<file path="src/rtl/sub_pkg.sv">
// Shared constants for the subtractor slice.
package sub_pkg;
  localparam int DEFAULT_WIDTH = 64;
endpackage

</file>
<file path="src/rtl/sub_full_adder.sv">
// One-bit full adder cell for the ripple-carry chain.
// Combinational; no latency, no backpressure.
module full_adder (
  input  logic a,
  input  logic b,
  input  logic cin,
  output logic sum,
  output logic cout
);

  assign sum  = a ^ b ^ cin;
  assign cout = (a & b) | (a & cin) | (b & cin);

endmodule

</file>
<file path="src/rtl/sub.sv">
// Registered two's complement subtractor Y = A - B with unsigned no-borrow flag.
// 1-cycle latency, one result per cycle; no handshake, inputs sampled every edge.
module sub
  import sub_pkg::*;
#(
  parameter int WIDTH = DEFAULT_WIDTH
) (
  input  logic [WIDTH-1:0] A,
  input  logic [WIDTH-1:0] B,
  output logic [WIDTH-1:0] Y,
  output logic             c_out,
  input  logic             clk,
  input  logic             rst
);

  logic [WIDTH-1:0] diff;
  logic [WIDTH:0]   carry;

  // Subtraction as A + ~B + 1: the +1 enters as the chain's carry-in.
  assign carry[0] = 1'b1;

  for (genvar i = 0; i < WIDTH; i++) begin : g_chain
    full_adder u_fa (
      .a   (A[i]),
      .b   (~B[i]),
      .cin (carry[i]),
      .sum (diff[i]),
      .cout(carry[i+1])
    );
  end

  always_ff @(posedge clk or posedge rst) begin
    if (rst) begin
      Y     <= '0;
      c_out <= 1'b0;
    end else begin
      Y     <= diff;
      c_out <= carry[WIDTH];
    end
  end

endmodule

</file>
<file path="config.mk">
export PLATFORM = sky130hd
export DESIGN_NAME = sub
export DESIGN_NICKNAME = d
export VERILOG_FILES = /design/src/rtl/sub_pkg.sv /design/src/rtl/sub_full_adder.sv /design/src/rtl/sub.sv
export SDC_FILE = /design/constraint.sdc
export NUM_CORES = 1
export LEC_CHECK = 0
export BUFFER_PORTS_ARGS = -buffer_cell sky130_fd_sc_hd__buf_2
export CORE_UTILIZATION = 35
export CTS_CLUSTER_DIAMETER = 30
export DETAILED_ROUTE_END_ITERATION = 12
export PLACE_DENSITY = 0.65
export SKIP_LAST_GASP = 1
export SLEW_MARGIN = 20
export SYNTH_ARGS = -nofsm -noshare
export SYNTH_HDL_FRONTEND = slang
export SYNTH_HIERARCHICAL = 1
export SYNTH_SLANG_ARGS = --single-unit
</file>
<file path="constraint.sdc">
create_clock -name clk -period 2.1 [get_ports clk]
set_clock_uncertainty 0.05 [all_clocks]
set_input_delay 0 -clock clk [delete_from_list [all_inputs] [get_ports clk]]
set_output_delay 0 -clock clk [all_outputs]
set_load 0.01 [all_outputs]
</file>
==> out/metrics.yaml <==
final.setup.worst_slack_ns: -20.34
fin_cells: 527
cellLeakagePower_uw: 0.002457
yosysWarnings: 6
cts-root-buf: "clkbuf_8"
numCtsBuffers: 9
grt_start_max_net_pins: 35
synth_top_area_cell: "dfrtp_1"
dieWidth_um: 96.95
synthCells: 195
violations: "negative hold slack, negative setup slack"
wirelength_um: 6858
max_freq_mhz: 44.56
gp_congestion: 0.7560
critical_path.top_delay_family: "adder cells"
vias_per_cell: 4.051
critical_path_class: "in -> reg"
rsz0062_at_grt: "yes"
grt_pass1_vias: 2497
post-route-min-period_ns: 22.44
ys_ff_latch: 65
crit_slowest_cell: "fa_1"
ir_drop_mv: 0.2801
maxCapViolCount: 0
hold_viol: 56
crit_arrival_ns: 22.60
cts_num_sinks: 65
clockBufferDepth: 2
avgSynthCellArea_um2: 16.18
seq_area_frac_synth_pct: 51.55
grtUsageTotal_pct: 16.10
grt_pass1_wl_um: 11430
worstHoldStart: "A[54]"
critPathLaunch: "A[0]"
cp-start-kind: "input port"
ios: 195
rows: 34
synth_area_mm2: 0.003156
cts_tree: "yes"
clkTransAtPathRegs_ns: 0.07
drcViolationCount: 0
num_antenna_cells: 0
cts_htree_levels: 3
dr.pass1.iters: 4
cts-hold-fix-buffers: 13
die_area_mm2: 0.009399
drive_above_1_share_pct: 65.16
io_buffers: 194
drtIter0Drc: 18
coreArea_mm2: 0.008721
vias: 2135
path_common_cell: "fa_2"
final_antenna_net_count: 0
total_power_uw: 3671
required_ns: 2.26
slowest_delay_ns: 0.43
final_max_slew_viol_count: 0
die-height_um: 96.95
syn-num-nets: 389
final_nets: 609
dp_hpwl_um: 5870
endpoint_kind: "flop"
yosysTopAreaCellShare_pct: 51.55
antenna_found_initial: 0
hold_class: "in -> reg"
whs_ns: -0.06906
ys_types: 4
overflow: 0
critPathBufInv: 1
start_util_pct: 36.18
synthTopCellsByArea: "dfrtp_1, fa_1, inv_1"
crit_fanout: 1
dp_cells: 499
post_drt_wl_per_cell_um: 13.01
status: "finished with violations"
setup_viol: 60
syn2layout_area_growth_pct: 51.51
fillers: 739
period_share_pct: 1069
powerDensity_mw_per_mm2: 767.8
## area by class of cell
| class | count | area (um^2) | area share (%) |
|---|---|---|---|
| multi-input cells | 65 | 1443 | 30.18 |
| repair buffers | 209 | 1122 | 23.48 |
| well taps | 108 | 135.1 | 2.826 |
| inverters | 65 | 244.0 | 5.103 |
| flip-flops and latches | 65 | 1627 | 34.02 |
| clock inverters | 3 | 65.06 | 1.361 |
| clock buffers | 12 | 145.1 | 3.036 |
## through the flow
step | util [%] | area (um^2) | worst slack (ns) | setup TNS [ns]
after floorplan | - | 3313 | -19.98 | -619.37
after global placement | 50.85 | 4434 | -20.53 | -640.39
after detailed placement | 50.85 | 4434 | -20.79 | -647.75
after CTS | 54.82 | 4781 | -20.39 | -624.39
after global routing | 54.82 | 4781 | -20.77 | -637.15
final | 54.82 | 4781 | -20.34 | -623.61
## cell usage after synthesis
library cell / number
dfrtp_1: 65
conb_1: 1
inv_1: 65
fa_1: 64
## path summary, 6_finish.rpt
kind	endpoint	cells after the start
worst max-delay path	Y[63]	65
worst min-delay path	Y[54]	2
max in group asynchronous	Y[37]	4
min in group asynchronous	Y[47]	4
## placed cells by master, fill, tap and decap left out, drive strengths merged
| cell type | instances |
|---|---|
| dfrtp | 65 |
| fa | 64 |
| clkbuf | 12 |
| conb | 1 |
| buf | 196 |
| dlygate4sd3 | 13 |
| bufinv | 2 |
| inv | 65 |
| clkinv | 1 |
## sequential cells by signal, summed over array words and instances (netlist names)
signal / flops
Y: 64
c_out: 1
## kinds of logic after synthesis
family | count (synthesis) | synth area share [%]
DFF | 65 | 51.55
adders and majority gates | 64 | 40.60
other | 1 | 0.1188
buffers and inverters | 65 | 7.732
## power by group
group          total, uW  leakage, uW  switching, uW  internal [uW]
sequential          1560     0.000757           59.7           1500
combinational        967      0.00159            504            463
clock               1150     0.000106            452            694
## repair_timing
item	CTS	global route
resized for setup	1	0
buffers inserted	0	0
hold endpoints to repair	130	56
endpoints found under the setup margin	60	60
pin swaps	0	0
## routing by layer
metal  up-vias  GRT usage, %  routed length, um
met5         -             0                  0
met4         0         5.626                115
met3        10         5.347                553
met2       116         28.60               3754
met1      1048         18.00               2435
li1        961             -                  -
(Power assumes the default switching activity.)
